[src/rtl/digit_entry_if.sv]
// rtl/digit_entry_if.sv - setpoint digits and load handshake between digit_entry and the timer
interface digit_entry_if;
    logic [3:0] min_tens;
    logic [3:0] min_units;
    logic [3:0] sec_tens;
    logic [3:0] sec_units;
    logic [2:0] digit_count;
    logic       load_valid;
    logic       timer_ready;

    modport master (
        output min_tens, min_units, sec_tens, sec_units, digit_count, load_valid,
        input  timer_ready
    );

    modport slave (
        input  min_tens, min_units, sec_tens, sec_units, digit_count, load_valid,
        output timer_ready
    );
endinterface

[src/rtl/digit_entry.sv]
// rtl/digit_entry.sv - keypad debounce, MM:SS digit entry and setpoint load; optional DIGIT_ENTRY_CLAMP_EN
module digit_entry #(
    parameter int DEBOUNCE_CYCLES = 4
) (
    input  logic        clock,
    input  logic        clearn,
    input  logic [9:0]  keyboard,
    input  logic [3:0]  bcd,
    input  logic        enablen,
    input  logic        start,
    input  logic        cancel,
    digit_entry_if.master tmr
);

    localparam logic [1:0] IDLE  = 2'd0;
    localparam logic [1:0] ENTRY = 2'd1;
    localparam logic [1:0] LOAD  = 2'd2;

    localparam logic [7:0] DB = 8'(DEBOUNCE_CYCLES);

    logic [1:0] state;
    logic [9:0] sync1, sync2, last;
    logic [7:0] cnt;
    logic       armed;
    logic [3:0] min_tens, min_units, sec_tens, sec_units;
    logic [2:0] digit_count;

    logic sample_key, sample_idle;
    logic last_key, last_idle;
    logic accept, kept;

    assign sample_idle = (sync2 == 10'd0);
    assign sample_key  = !sample_idle && ((sync2 & (sync2 - 10'd1)) == 10'd0);
    assign last_idle   = (last == 10'd0);
    assign last_key    = !last_idle && ((last & (last - 10'd1)) == 10'd0);

    // The counter saturates at DB, so accept is level-true while a key is held;
    // clearing armed on the accept edge is what suppresses repeats.
    assign accept = armed && last_key && (cnt == DB);
    assign kept   = accept && !enablen && !start && !cancel &&
                    (state == IDLE || state == ENTRY) && (digit_count != 3'd4);

    always_ff @(posedge clock) begin
        if (!clearn) begin
            sync1 <= '0;
            sync2 <= '0;
            last  <= '0;
            cnt   <= '0;
            armed <= 1'b1;
        end else begin
            sync1 <= keyboard;
            sync2 <= sync1;
            last  <= sync2;
            if (!sample_key && !sample_idle)
                cnt <= '0;
            else if (sync2 == last)
                cnt <= (cnt == DB) ? cnt : cnt + 8'd1;
            else
                cnt <= 8'd1;

            if (accept)
                armed <= 1'b0;
            else if (last_idle && cnt == DB)
                armed <= 1'b1;
        end
    end

    always_ff @(posedge clock) begin
        if (!clearn) begin
            state       <= IDLE;
            min_tens    <= '0;
            min_units   <= '0;
            sec_tens    <= '0;
            sec_units   <= '0;
            digit_count <= '0;
        end else begin
            case (state)
                IDLE, ENTRY: begin
                    if (state == ENTRY && cancel) begin
                        state       <= IDLE;
                        min_tens    <= '0;
                        min_units   <= '0;
                        sec_tens    <= '0;
                        sec_units   <= '0;
                        digit_count <= '0;
                    end else if (state == ENTRY && start) begin
                        state <= LOAD;
`ifdef DIGIT_ENTRY_CLAMP_EN
                        if (sec_tens > 4'd5) begin
                            sec_tens  <= 4'd5;
                            sec_units <= 4'd9;
                        end
`endif
                    end else if (kept) begin
                        state       <= ENTRY;
                        min_tens    <= min_units;
                        min_units   <= sec_tens;
                        sec_tens    <= sec_units;
                        sec_units   <= bcd;
                        digit_count <= digit_count + 3'd1;
                    end
                end
                LOAD: begin
                    if (tmr.timer_ready) begin
                        state       <= IDLE;
                        min_tens    <= '0;
                        min_units   <= '0;
                        sec_tens    <= '0;
                        sec_units   <= '0;
                        digit_count <= '0;
                    end
                end
                default: state <= IDLE;
            endcase
        end
    end

    assign tmr.min_tens    = min_tens;
    assign tmr.min_units   = min_units;
    assign tmr.sec_tens    = sec_tens;
    assign tmr.sec_units   = sec_units;
    assign tmr.digit_count = digit_count;
    assign tmr.load_valid  = (state == LOAD);

endmodule

[src/flat_wrapper.sv]
// flat-port wrapper written by rule: the top's interface ports become plain ports
module digit_entry_flat 
#(
    parameter int DEBOUNCE_CYCLES = 4
)
  (clock, clearn, keyboard, bcd, enablen, start, cancel, tmr_min_tens, tmr_min_units, tmr_sec_tens, tmr_sec_units, tmr_digit_count, tmr_load_valid, tmr_timer_ready);
  digit_entry_if tmr_i ();
  input  logic clock;
  input  logic clearn;
  input  logic [9:0] keyboard;
  input  logic [3:0] bcd;
  input  logic enablen;
  input  logic start;
  input  logic cancel;
  output wire logic [$bits(tmr_i.min_tens)-1:0] tmr_min_tens;
  output wire logic [$bits(tmr_i.min_units)-1:0] tmr_min_units;
  output wire logic [$bits(tmr_i.sec_tens)-1:0] tmr_sec_tens;
  output wire logic [$bits(tmr_i.sec_units)-1:0] tmr_sec_units;
  output wire logic [$bits(tmr_i.digit_count)-1:0] tmr_digit_count;
  output wire logic [$bits(tmr_i.load_valid)-1:0] tmr_load_valid;
  input wire logic [$bits(tmr_i.timer_ready)-1:0] tmr_timer_ready;
  assign tmr_min_tens = tmr_i.min_tens;
  assign tmr_min_units = tmr_i.min_units;
  assign tmr_sec_tens = tmr_i.sec_tens;
  assign tmr_sec_units = tmr_i.sec_units;
  assign tmr_digit_count = tmr_i.digit_count;
  assign tmr_load_valid = tmr_i.load_valid;
  assign tmr_i.timer_ready = tmr_timer_ready;
  digit_entry #(.DEBOUNCE_CYCLES(DEBOUNCE_CYCLES)) u_core (.clock(clock), .clearn(clearn), .keyboard(keyboard), .bcd(bcd), .enablen(enablen), .start(start), .cancel(cancel), .tmr(tmr_i));
endmodule
[config.mk]
export PLATFORM = sky130hd
export DESIGN_NAME = digit_entry_flat
export DESIGN_NICKNAME = d
export VERILOG_FILES = /design/src/rtl/digit_entry_if.sv /design/src/rtl/digit_entry.sv /design/src/flat_wrapper.sv
export SDC_FILE = /design/constraint.sdc
export NUM_CORES = 1
export LEC_CHECK = 0
export CAP_MARGIN = 20
export CORE_ASPECT_RATIO = 2
export CORE_MARGIN = 3
export CORE_UTILIZATION = 54
export CTS_BUF_LIST = sky130_fd_sc_hd__clkbuf_4
export DETAILED_ROUTE_END_ITERATION = 10
export PLACE_DENSITY = 0.92
export SLEW_MARGIN = 20
export SYNTH_ARGS = -nofsm -noshare
export SYNTH_HDL_FRONTEND = slang
export SYNTH_SLANG_ARGS = --single-unit
[constraint.sdc]
create_clock -name clock -period 2.8 [get_ports clock]
set_input_delay 0.28 -clock clock [delete_from_list [all_inputs] [get_ports clock]]
set_output_delay 0.28 -clock clock [all_outputs]
set_load 0.02 [all_outputs]
==> key figures <==
Cells and area
  • Share of layout cells above drive strength 1: 11.3%
  • Fin util: 71.1%
  • Most common cell after layout, fill and taps aside: dfxtp_1
  • # diodes: 0
  • Multi-input logic area: 0.00111 mm²
  • Most frequent cells in the layout: 60 x dfxtp_1, 39 x clkdlybuf4s50_1, 30 x and2_1
  • Seq. cell area: 0.00120 mm²
  • P&R area growth vs syn: 24.3%
  • Fin nets: 294
  • Fill cells: 304

Worst setup path
  • Worst-path cell chain: inv_1 -> ha_1 -> nor4b_1 -> nand2_1 -> a311o_1 -> o21ba_1 -> mux2_2
  • R2R Setup Slk: 0.32 ns
  • Critical Path AT: 2.77 ns
  • Critical R2R Capture: u_core.tmr.digit_count[0]$_SDFFE_PN0P_
  • CP top delay family: compound AO/OA/AOI/OAI gates
  • CP startpoint kind: flip-flop
  • Critical Path RT: 3.09 ns
  • Reg2reg start: u_core.cnt[0]$_SDFFE_PP0P_
  • Max incr delay on CP: 0.46 ns
  • CP endpoint kind: flip-flop
  • WP buf/inv: 1
  • Worst path slowest cell: a311o_1
  • R2R depth: 7
  • Max FO, Critical Path: 18
  • Worst setup path class: flip-flop to flip-flop

Hold path
  • Hold WC Path Type: flip-flop to flip-flop
  • Hold Path End: u_core.sync2[5]$_SDFF_PN0_
  • Worst hold stages: 1
  • Hold wc startpoint: u_core.sync1[5]$_SDFF_PN0_

Power and ir drop
  • Net load switching power: 0.000362 W
  • Max VDD drop: 0.532 mV
  • Clock power frac: 40.4%
  • Combinational fraction of design power: 6.4%
  • Internal power: 0.00131 W
  • Pwr Total: 0.00167 W
  • Pleak: 1.15 nW
  • Switching Fraction: 21.6%
  • Reg power frac: 53.2%
  • Power per cell area: 564 mW/mm²

Detailed routing
  • First-pass iteration count of the detailed router: 4
  • Antenna Nets Post-Route: 0
  • Iter 0 DRT Violations: 48
  • Number of remaining DRC errors: 0
  • Vias per cell: 5.48
  • Routed WL per cell: 13.9 µm
  • Final WL: 4560 µm
  • Via count: 1,793

Logic synthesis
  • Main synth FF type: dfxtp_1
  • Cells after synthesis: 224
  • Synth Register Bits: 60
  • Syn Std Cell Area: 0.00239 mm²
  • Post-synth EDFFs: 0
  • Synthesized Nets: 248
  • Yosys warning total: 0
  • Average cell area after synthesis: 10.7 µm²
  • Register area share after synthesis: 50.3%
  • Async S/R FF share, synth: 0%
  • Post-synthesis cell type count: 50

Timing
  • Slew Limit Headroom: 45.1%
  • Final Hold Viols: 0
  • Fin crit share: 88.6%
  • Setup Skew: 0.0204 ns
  • Worst hold margin: 0.423 ns
  • Worst-margin pin slew: 0.802 ns
  • TNS Setup: 0 ns
  • Crit path time final: 2.48 ns
  • PnR worst setup slack: 0.318 ns
  • # setup viols final: 0
  • Highest Clock Rate: 0.403 GHz
  • Unrepaired setup endpoints after global routing: false
  • Fin. max-slew vios: 0

Place
  • Setup WS pre-CTS: 0.311 ns
  • Routability congestion estimate: 0.832
  • I/O Buffers: 39
  • Detailed placement HPWL: 3370 µm

Global routing
  • Vias in the first global route: 1,828
  • Overall routing resource usage: 20.1%
  • Antenna violations before repair: 0
  • First-pass GRT wire length: 7850 µm
  • GRT overflow: 0
  • Largest net degree at the start of global routing: 35

Floorplan
  • Die area: 0.00530 mm²
  • Num ports: 40
  • Core box area: 0.00417 mm²
  • Site row count: 33
  • Die width: 53.0 µm
  • Initial core utilization: 57.2%
  • Height of the die: 100 µm

Clocking
  • Post-CTS Hold Buffers: 0
  • Post-CTS Setup Inserts: 0
  • CTS tree: yes
  • # resized after CTS: 0
  • Root Buffer Master: clkbuf_4
  • Clock transition at the registers of the reported paths: 0.10 ns
  • H-Tree Depth: 3
  • CTS buffer count: 9
  • Clk sink count: 60
  • Clock latency on the worst-skew pair: 0.39 ns
  • Clock tree buffer depth: 2

Run
  • Maxcap violations: 0

Run status
  • Status: complete, no violations
## synth_stat cells (2+ instances only)
library cell	instances	area share, %
dfxtp_1	60	50
and2_1	30	7.9
a22o_1	13	4.8
nor2_1	13	2.0
xnor2_1	10	3.7
xor2_1	8	2.9
nand3_1	7	1.5
inv_1	6	0.94
nand2_1	6	0.94
a21oi_1	5	1.0
nand4_1	5	1.3
a22o_2	4	1.7
ha_1	4	2.1
clkbuf_1	3	0.47
maj3_1	3	1.3
o21ai_0	3	0.63
and3_1	2	0.52
buf_6	2	0.94
nand2b_1	2	0.52
nor2b_1	2	0.52
nor3_1	2	0.42
nor4_4	2	1.8
nor4b_1	2	0.73
o21bai_1	2	0.63
o31ai_1	2	0.63
or3_1	2	0.52
## sequential cells by signal, summed over array words and instances, names as in the netlist
register / flops
u_core.sync1: 10
u_core.last: 10
u_core.tmr.sec_tens: 4
u_core.tmr.min_tens: 4
u_core.tmr.sec_units: 4
u_core.armed: 1
u_core.tmr.min_units: 4
u_core.state: 2
u_core.cnt: 8
u_core.tmr.digit_count: 3
u_core.sync2: 10
## worst register-to-register path, stage by stage, from the launching register on
cell	delay (ns)
dfxtp_1	0.37
inv_1	0.08
ha_1	0.13
nor4b_1	0.33
nand2_1	0.23
a311o_1	0.46
o21ba_1	0.42
mux2_2	0.35
## power groups by stage
stage	sequential, W	combinational [W]	clock (W)
after global placement	0.000908	0.000103	0
after detailed placement	0.000910	0.000108	0
after CTS	0.000890	0.000108	0.000688
after global routing	0.000894	0.000119	0.000726
final	0.000890	0.000108	0.000677
after floorplan	0.000905	0.0000699	0
## layout make-up
cell class	count	share of cell area [%]
Clock inverter	5	2.57
Clock buffer	11	2.78
Tap cell	52	2.19
Inverter	6	0.759
Multi-Input combinational cell	152	37.5
Timing Repair Buffer	41	13.7
Sequential cell	60	40.5
## routing by layer
layer	share of wire, %	vias up	GRT usage [%]
met5	0	-	0
met4	4.8	0	14.2
met3	3.4	16	6.24
met2	54	43	33.0
met1	38	846	20.7
li1	-	888	-
## worst max path at each step
stage	from	to	slack, ns	depth (start not counted)
floorplan	u_core.cnt[0]$_SDFFE_PP0P_	u_core.tmr.min_tens[0]$_SDFFE_PN0P_	0.61	9
global placement	u_core.cnt[0]$_SDFFE_PP0P_	u_core.tmr.digit_count[0]$_SDFFE_PN0P_	0.45	7
detailed placement	u_core.cnt[0]$_SDFFE_PP0P_	u_core.tmr.digit_count[0]$_SDFFE_PN0P_	0.31	7
CTS	u_core.cnt[0]$_SDFFE_PP0P_	u_core.tmr.digit_count[0]$_SDFFE_PN0P_	0.31	7
global route	u_core.cnt[0]$_SDFFE_PP0P_	u_core.tmr.digit_count[0]$_SDFFE_PN0P_	0.12	7
finish	u_core.cnt[0]$_SDFFE_PP0P_	u_core.tmr.digit_count[0]$_SDFFE_PN0P_	0.32	7
## stage by stage
stage	instance area (µm²)	instances
after floorplan	2390	224
after global placement	2810	311
after detailed placement	2810	311
after CTS	2970	327
after global routing	2970	327
final	2970	327
## logic make-up (layout without fill, tap and decap cells)
logic type      count (synthesis)  in the layout  synth area share [%]
compound gates                 41             41                  14.1
xor+xnor                       18             18                  6.61
fa+ha+maj                       7              7                  3.36
buf+inv                        12             63                  2.99
flops                          60             60                  50.3
mux                             2              2                 0.891
simple gates                   84             84                  21.7
(Power assumes the default switching activity.)
